===== src/rtl/alu_pkg.sv =====
// alu_pkg: shared constants and types for the ALU result-side blocks.
//   XLEN_DEF   - default result width
//   RA_W_DEF   - default register address width
//   wb_entry_t - one write-back buffer entry {data, rd, valid}
package alu_pkg;

  localparam int XLEN_DEF = 32;
  localparam int RA_W_DEF = 5;

  typedef struct packed {
    logic [XLEN_DEF-1:0] data;
    logic [RA_W_DEF-1:0] rd;
    logic                valid;
  } wb_entry_t;

endpackage


===== src/rtl/alu_wb_fwd_lookup.sv =====
// alu_wb_fwd_lookup: combinational forwarding lookup over the write-back
// buffer entries. The youngest valid entry whose rd matches addr wins;
// address 0 never hits; a miss returns hit=0, data=0.
// Ports:
//   entries - buffer storage (circular, indexed by pointer)
//   wptr    - write pointer; the entry just behind it is the youngest
//   addr    - operand register address to look up
//   hit     - a matching valid entry exists
//   data    - value of the youngest matching entry
module alu_wb_fwd_lookup
  import alu_pkg::*;
#(
  parameter int DEPTH = 2,
  parameter int XLEN  = XLEN_DEF,
  parameter int RA_W  = RA_W_DEF,
  localparam int PW   = $clog2(DEPTH)
) (
  input  wb_entry_t         entries [DEPTH],
  input  logic [PW-1:0]     wptr,
  input  logic [RA_W-1:0]   addr,
  output logic              hit,
  output logic [XLEN-1:0]   data
);

  logic [PW-1:0] idx;

  // Walk from oldest slot (wptr) to youngest (wptr-1); later matches
  // override earlier ones, so the youngest match is what remains.
  always_comb begin
    hit  = 1'b0;
    data = '0;
    idx  = '0;
    for (int k = DEPTH; k >= 1; k--) begin
      idx = wptr - PW'(k);
      if (entries[idx].valid && (addr != '0) &&
          (entries[idx].rd == RA_W_DEF'(addr))) begin
        hit  = 1'b1;
        data = XLEN'(entries[idx].data);
      end
    end
  end

endmodule


===== src/rtl/alu_wb_buffer.sv =====
// alu_wb_buffer: in-order write-back FIFO between the ALU units and the
// register-file write port, with optional operand forwarding.
// Build option: define ALU_WB_FWD_EN to build the forwarding lookup;
// otherwise fwd_*_hit/fwd_*_data are tied to 0.
// Ports:
//   clk, rst_n           - clock, synchronous active-low reset
//   flush                - discard all buffered entries
//   in_valid/in_ready    - ALU result handshake
//   in_result/in_rd/in_we- result, destination, write enable
//   out_valid/out_ready  - register-file write handshake
//   out_data/out_rd      - head entry (0 when empty)
//   count                - occupancy
//   fwd_rs*_addr/_hit/_data - operand forwarding lookups
module alu_wb_buffer
  import alu_pkg::*;
#(
  parameter int XLEN  = XLEN_DEF,
  parameter int DEPTH = 2,
  parameter int RA_W  = RA_W_DEF,
  localparam int PW   = $clog2(DEPTH),
  localparam int CW   = $clog2(DEPTH + 1)
) (
  input  logic            clk,
  input  logic            rst_n,
  input  logic            flush,
  input  logic            in_valid,
  output logic            in_ready,
  input  logic [XLEN-1:0] in_result,
  input  logic [RA_W-1:0] in_rd,
  input  logic            in_we,
  output logic            out_valid,
  input  logic            out_ready,
  output logic [XLEN-1:0] out_data,
  output logic [RA_W-1:0] out_rd,
  output logic [CW-1:0]   count,
  input  logic [RA_W-1:0] fwd_rs1_addr,
  input  logic [RA_W-1:0] fwd_rs2_addr,
  output logic            fwd_rs1_hit,
  output logic            fwd_rs2_hit,
  output logic [XLEN-1:0] fwd_rs1_data,
  output logic [XLEN-1:0] fwd_rs2_data
);

  wb_entry_t     entries [DEPTH];
  logic [PW-1:0] wptr, rptr;
  logic          push, store, pop;

  assign in_ready  = (count < CW'(DEPTH));
  assign out_valid = (count != '0);
  assign push      = in_valid && in_ready;
  // Beats that write nothing are acknowledged but never occupy a slot.
  assign store     = push && in_we && (in_rd != '0);
  assign pop       = out_valid && out_ready;

  assign out_data = out_valid ? XLEN'(entries[rptr].data) : '0;
  assign out_rd   = out_valid ? RA_W'(entries[rptr].rd)   : '0;

  always_ff @(posedge clk) begin
    if (!rst_n || flush) begin
      count <= '0;
      wptr  <= '0;
      rptr  <= '0;
      for (int i = 0; i < DEPTH; i++) entries[i] <= '0;
    end else begin
      if (pop) begin
        entries[rptr].valid <= 1'b0;
        rptr                <= rptr + 1'b1;
      end
      if (store) begin
        entries[wptr] <= '{data:  XLEN_DEF'(in_result),
                           rd:    RA_W_DEF'(in_rd),
                           valid: 1'b1};
        wptr          <= wptr + 1'b1;
      end
      count <= count + CW'(store) - CW'(pop);
    end
  end

`ifdef ALU_WB_FWD_EN
  alu_wb_fwd_lookup #(.DEPTH(DEPTH), .XLEN(XLEN), .RA_W(RA_W)) u_fwd_rs1 (
    .entries (entries),
    .wptr    (wptr),
    .addr    (fwd_rs1_addr),
    .hit     (fwd_rs1_hit),
    .data    (fwd_rs1_data)
  );

  alu_wb_fwd_lookup #(.DEPTH(DEPTH), .XLEN(XLEN), .RA_W(RA_W)) u_fwd_rs2 (
    .entries (entries),
    .wptr    (wptr),
    .addr    (fwd_rs2_addr),
    .hit     (fwd_rs2_hit),
    .data    (fwd_rs2_data)
  );
`else
  logic unused_fwd_addr;
  assign unused_fwd_addr = ^{fwd_rs1_addr, fwd_rs2_addr};
  assign fwd_rs1_hit  = 1'b0;
  assign fwd_rs2_hit  = 1'b0;
  assign fwd_rs1_data = '0;
  assign fwd_rs2_data = '0;
`endif

endmodule


===== config.mk =====
export PLATFORM = sky130hd
export DESIGN_NAME = alu_wb_buffer
export DESIGN_NICKNAME = d
export VERILOG_FILES = /design/src/rtl/alu_pkg.sv /design/src/rtl/alu_wb_fwd_lookup.sv /design/src/rtl/alu_wb_buffer.sv
export SDC_FILE = /design/constraint.sdc
export NUM_CORES = 1
export LEC_CHECK = 0
export ABC_AREA = 1
export CAP_MARGIN = 0
export CORE_ASPECT_RATIO = 0.6
export CORE_UTILIZATION = 36
export CTS_CLUSTER_DIAMETER = 100
export DETAILED_ROUTE_END_ITERATION = 10
export GPL_TIMING_DRIVEN = 0
export PLACE_DENSITY = 0.68
export SYNTH_ARGS = -nofsm -noshare
export SYNTH_HDL_FRONTEND = slang
export SYNTH_SLANG_ARGS = --single-unit

===== constraint.sdc =====
create_clock -name clk -period 4.8 [get_ports clk]
set_input_delay 0.72 -clock clk [delete_from_list [all_inputs] [get_ports clk]]
set_output_delay 0.72 -clock clk [all_outputs]
set_load 0.01 [all_outputs]

==> results of run 1 <==
-- per-layer routing --
layer	share of wire	vias up
met5	0	-
met4	0.0024	0
met3	0.059	2
met2	0.46	89
met1	0.48	1343
li1	-	1527
-- power by group through the flow --
| stage | Combinational (mW) | Clock, mW | Sequential, mW |
|---|---|---|---|
| 3_3_place_gp | 0.194 | 0 | 0.809 |
| 2_1_floorplan | 0.125 | 0 | 0.807 |
| 3_5_place_dp | 0.197 | 0 | 0.810 |
| 4_1_cts | 0.198 | 0.653 | 0.796 |
| 5_1_grt | 0.219 | 0.682 | 0.798 |
| 6_report | 0.199 | 0.643 | 0.795 |
-- final timing paths --
path / start / end / cells after the start
worst min register to register: rptr / rptr / 2
worst max register to register: count[1] / entries[0][18] / 7
worst min-delay path: rptr / rptr / 2
worst max-delay path: flip-flop / out_data[21] / 5
-- cells by family after synthesis --
logic type                 after synthesis
other                                    1
AOI/OAI and AO/OA                       37
and+or+nand+nor                        174
DFF                                     79
xor gates and xnor gates                 1
buffers and inverters                  132
adders and majority gates                2
-- critical path: stages (launching register included) --
cell             delay (ps)
dfxtp_1                 310
inv_2                   170
clkbuf_1                430
nand2_1                 110
a21oi_1                 240
clkdlybuf4s50_1         590
-- synthesized netlist by cell type (all sizes together) --
cell type	count
nand2	84
nand4	1
ha	2
dfxtp	5
buf	81
edfxtp	74
a21oi	37
conb	1
xor2	1
nor2	87
clkbuf	4
inv	47
nand3	2
-- layout make-up --
type	count	area, um2	area share
flip-flops and latches	79	2320	0.409
multi-input cells	280	1270	0.224
repair buffers	83	831	0.146
plain buffers	85	626	0.110
clock buffers	10	229	0.0403
inverters	47	176	0.0311
well taps	139	174	0.0306
clock inverters	6	51.3	0.00903
-- registers in the layout, summed over array words and instances, names as in the netlist, named ones only --
| register | flops |
|---|---|
| count | 2 |
| rptr | 1 |
| wptr | 1 |
| entries | 74 |
-- metrics by stage --
stage | utilization | worst slack [ps] | hold slack, ps | total power, mW | cells
after floorplan | - | 2170 | 467 | 0.932 | 491
after global placement | 0.496 | 1150 | 479 | 1.00 | 713
after detailed placement | 0.496 | 1610 | 526 | 1.01 | 713
after CTS | 0.522 | 1890 | 542 | 1.65 | 729
after global routing | 0.522 | 1740 | 596 | 1.70 | 729
final | 0.522 | 1910 | 552 | 1.64 | 729
==> summary.txt, run 1 <==
Final hold violation count -> 0
Synth area leader -> edfxtp_1
Clk sink count -> 79
Max Slew Vio Count -> 0
Fraction of layout cells with a size suffix above 1 -> 0.220
GR Util met2 -> 0.254
Rows -> 29
Pwr dens -> 288 nW/um2
Slew HR -> 0.370
Clock share of power -> 0.393
RSZ-0062 raised after global routing -> no
Worst Hold Class -> reg -> reg
Synth top area cells -> edfxtp_1, buf_4, nand2_1
Startpoint type of the worst setup path -> flip-flop
Post-route cell area -> 5680 um2
Switching pwr -> 0.360 mW
Worst slew pin tran -> 942 ps
Leak -> 2.54 nW
Max cap viols -> 0
Commonest non-fill, non-tap cells in the layout -> clkdlybuf4s50_1, nand2_1, edfxtp_1, buf_4, conb_1
Total GRT Usage -> 0.161
Synth Area in XOR/XNOR -> 0.00211
Maximum fanout along the worst path -> 10
R2r setup slk -> 2590 ps
Yosys warnings -> 0
Worst skew pair latency -> 320 ps
First-pass GRT wire length -> 14300 um
Dpl cell area -> 5400 um2
Switching Share -> 0.220
Fin Clk Skew -> 2.63 ps
GRT overflow -> 0
Via count -> 2961
Clock transition at path regs -> 60 ps
Cell Area, Synth -> 4150 um2
Post-synthesis sequential area ratio -> 0.560
CTS tree -> done
Maximum clock rate -> 346 MHz
Finish-stage setup viols -> 0
Mux contribution to synthesized area -> 0
Synth Area in Adders -> 0.00604
Synth cell types -> 20
Io pins -> 160
Synth Area in Compound Gates -> 0.0447
DRT Pass-1 Iters -> 4
Ant diodes -> 0
Hpwl dp -> 6550 um
IR drop worst, VDD -> 171 uV
Area growth, synth to finish -> 37.0%
Initial core utilization -> 0.381
Starting DRT DRC Count -> 191
Routed Antenna Nets -> 0
Resized cells post-CTS -> 0
Final min period -> 2890 ps
Top-area cell type share of the netlist area -> 0.536
# fillers -> 971
Core Region -> 10900 um2
Cells after Synth -> 426
DIE AREA -> 12000 um2
Hold-fix buffers, CTS -> 0
Avg Inst Size Synth -> 9.73 um2
Comb pwr share -> 0.121
Die X -> 141 um
Initial antenna violation count -> 0
Final routed DRC violation total -> 0
Status -> complete, no violations
Met3 Resource Use GR -> 0.0497
Clk root buf -> clkbuf_16
WL/cell -> 12.6 um
DR vias/cell -> 4.06
Postcts setup bufs -> 0
Num CTS Buffers -> 9
Setup crit end kind -> output port
Largest family of logic cells by synthesized area -> buffers and inverters
H-Tree Level Count -> 3
GRT Max-Usage Layer -> met2
Worst EP arrival -> 2170 ps
Internal power -> 1.28 mW
GP Congestion -> 0.754
Grt met1 use -> 0.213
TNS Setup -> 0 ps
Most common cell after layout, fill and taps aside -> clkdlybuf4s50_1
Port buffer count -> 83
Layout net count -> 640
Power share of the sequential group -> 0.486
Worst Path Required -> 4080 ps
Largest net degree at the start of global routing -> 38
Simple-gate portion of the synthesized area -> 0.193
Type of the worst setup path -> reg -> out
Clock buffer depth -> 2
FF+latch count, synth -> 79
Number of global-route vias before repair -> 2828
Drt total wl -> 9210 um
Die height -> 85.1 um
Tcrit/Tclk final -> 0.601
(Power assumes the default switching activity.)
==> run 2: changes to the inputs <==
Settings changed: PLACE_DENSITY 0.68 to 0.7.
Clock period 4.8 ns to 2.55 ns, I/O delays scaled along.
==> run 2 against run 1 <==
  * Non-clock buffer count stayed put
  * Clock power up 68%
  * Sequential power increased by 89%
  * Setup slack worse by 1800 ps
  * Register-to-register slack lost 2300 ps
  * Power increased by 81%
  * Clock-buffer cell count unchanged
  * Critical path type unchanged
==> summary.txt, run 2 (synthesized netlist as in run 1, its figures left out) <==
Biggest regs -> entries x74, count x2
Final hold violation count -> 0
Worst Hold Class -> reg -> reg
Clock buffer depth -> 2
Max Slew Vio Count -> 0
Initial core utilization -> 0.381
Setup crit end kind -> output port
CP bufs+invs -> 3
Ant diodes -> 0
CP max stage delay -> 580 ps
Worst reg2reg path startpoint -> count[1]
Status -> complete, no violations
Leak -> 2.52 nW
RSZ-0062 raised after global routing -> no
Slew HR -> 0.352
Fin Clk Skew -> 3.85 ps
Layout net count -> 640
GRT Max-Usage Layer -> met2
Total GRT Usage -> 0.155
Postcts setup bufs -> 0
GP Congestion -> 0.760
Number of global-route vias before repair -> 2773
Area growth, synth to finish -> 36.5%
Max cap viols -> 0
WL/cell -> 12.4 um
DIE AREA -> 12000 um2
CP startpoint -> count[1]
Dpl cell area -> 5400 um2
Rows -> 29
Drt total wl -> 9020 um
Fraction of layout cells with a size suffix above 1 -> 0.221
Worst slack, placed -> -310 ps
Hold-fix buffers, CTS -> 0
Hold wc startpoint -> rptr
Hpwl dp -> 6500 um
Commonest non-fill, non-tap cells in the layout -> clkdlybuf4s50_1, nand2_1, edfxtp_1, buf_4, conb_1
Tcrit/Tclk final -> 0.947
Worst skew pair latency -> 330 ps
Port buffer count -> 83
Clk root buf -> clkbuf_16
Resized cells post-CTS -> 1
Type of the worst setup path -> reg -> out
Startpoint type of the worst setup path -> flip-flop
Max reg flops -> 74
Worst slew pin tran -> 969 ps
Largest net degree at the start of global routing -> 38
Final routed DRC violation total -> 0
Io pins -> 160
Most common cell after layout, fill and taps aside -> clkdlybuf4s50_1
Post-route cell area -> 5660 um2
Clock share of power -> 0.367
DRT Pass-1 Iters -> 4
Worst EP arrival -> 2030 ps
Num CTS Buffers -> 9
Grt met1 use -> 0.198
Final min period -> 2420 ps
Comb pwr share -> 0.126
GRT overflow -> 0
Via count -> 2991
Worst Path Required -> 2170 ps
Die X -> 141 um
Starting DRT DRC Count -> 175
Core Region -> 10900 um2
GR Util met2 -> 0.256
Clock transition at path regs -> 50 ps
Maximum clock rate -> 414 MHz
TNS Setup -> 0 ps
IR drop worst, VDD -> 325 uV
Cell family with most CP delay -> buffers and inverters
Clk sink count -> 79
DR vias/cell -> 4.11
Finish-stage setup viols -> 0
H-Tree Level Count -> 3
Slowest-stage cell, CP -> clkdlybuf4s50_1
Setup slack after layout -> 135 ps
Worst path cell trace -> nor2_1 -> buf_2 -> buf_2 -> a21oi_1 -> clkdlybuf4s50_1
Power share of the sequential group -> 0.507
Most used cell, CP -> buf_2
Pwr dens -> 522 nW/um2
Met3 Resource Use GR -> 0.0502
Routed Antenna Nets -> 0
Maximum fanout along the worst path -> 10
Internal power -> 2.29 mW
First-pass GRT wire length -> 13900 um
CTS tree -> done
Switching Share -> 0.224
Switching pwr -> 0.661 mW
Most flops, register -> entries
Initial antenna violation count -> 0
# fillers -> 1007
Die height -> 85.1 um
==> run 2: changes by cell type in the layout (fill, tap and decap cells not counted) <==
cell	before	now
nand2_4	0	1
clkbuf_4	0	2
clkinv_1	3	4
clkbuf_2	0	3
bufinv_16	1	0
buf_2	10	8
nand2_2	2	1
clkbuf_1	5	2
clkinv_2	2	0
==> run 2: path summary, 6_finish.rpt <==
check                        end  slack [ps]  cells after the start
setup / recovery    out_data[15]         130                      5
hold / removal              rptr         500                      2
setup reg to reg  entries[0][28]         320                      7
hold reg to reg             rptr         500                      2
==> run 2: area by class of cell <==
| type | count | area, um2 | share of cell area |
|---|---|---|---|
| well taps | 139 | 174 | 0.0307 |
| multi-input cells | 280 | 1280 | 0.226 |
| clock buffers | 10 | 229 | 0.0405 |
| flip-flops and latches | 79 | 2320 | 0.410 |
| plain buffers | 85 | 634 | 0.112 |
| inverters | 47 | 176 | 0.0312 |
| repair buffers | 83 | 831 | 0.147 |
| clock inverters | 4 | 15.0 | 0.00265 |
==> run 2: power by group through the flow <==
stage / Combinational [mW] / Sequential [mW] / Clock [mW]
3_5_place_dp: 0.370 / 1.52 / 0
6_report: 0.374 / 1.50 / 1.08
2_1_floorplan: 0.235 / 1.52 / 0
5_1_grt: 0.410 / 1.50 / 1.16
3_3_place_gp: 0.365 / 1.52 / 0
4_1_cts: 0.371 / 1.50 / 1.10
==> run 2: per-layer routing <==
| metal | share of wire | vias up |
|---|---|---|
| met5 | 0 | - |
| met2 | 0.47 | 104 |
| met3 | 0.072 | 6 |
| li1 | - | 1527 |
| met4 | 0.0062 | 0 |
| met1 | 0.45 | 1354 |
==> run 2: per-stage QoR <==
step	hold slack [ps]	std cells	util	total power, mW
after floorplan	467	491	-	1.75
after global placement	477	713	0.496	1.89
after detailed placement	491	713	0.496	1.89
after CTS	503	727	0.519	2.97
after global routing	555	727	0.520	3.07
final	499	727	0.520	2.95
==> run 2: tightest hold or removal path, delay by kind of cell, from the launching register on <==
kind | cells | cell delay, ps
flip-flops | 1 | 320
AND/OR/NAND/NOR | 2 | 150
==> run 3: changes to the inputs <==
Settings changed: ABC_CLOCK_PERIOD_IN_PS set to 2550.
==> results of run 3 <==
Same layout as run 2: the final DEF is identical, and so are final timing and power.
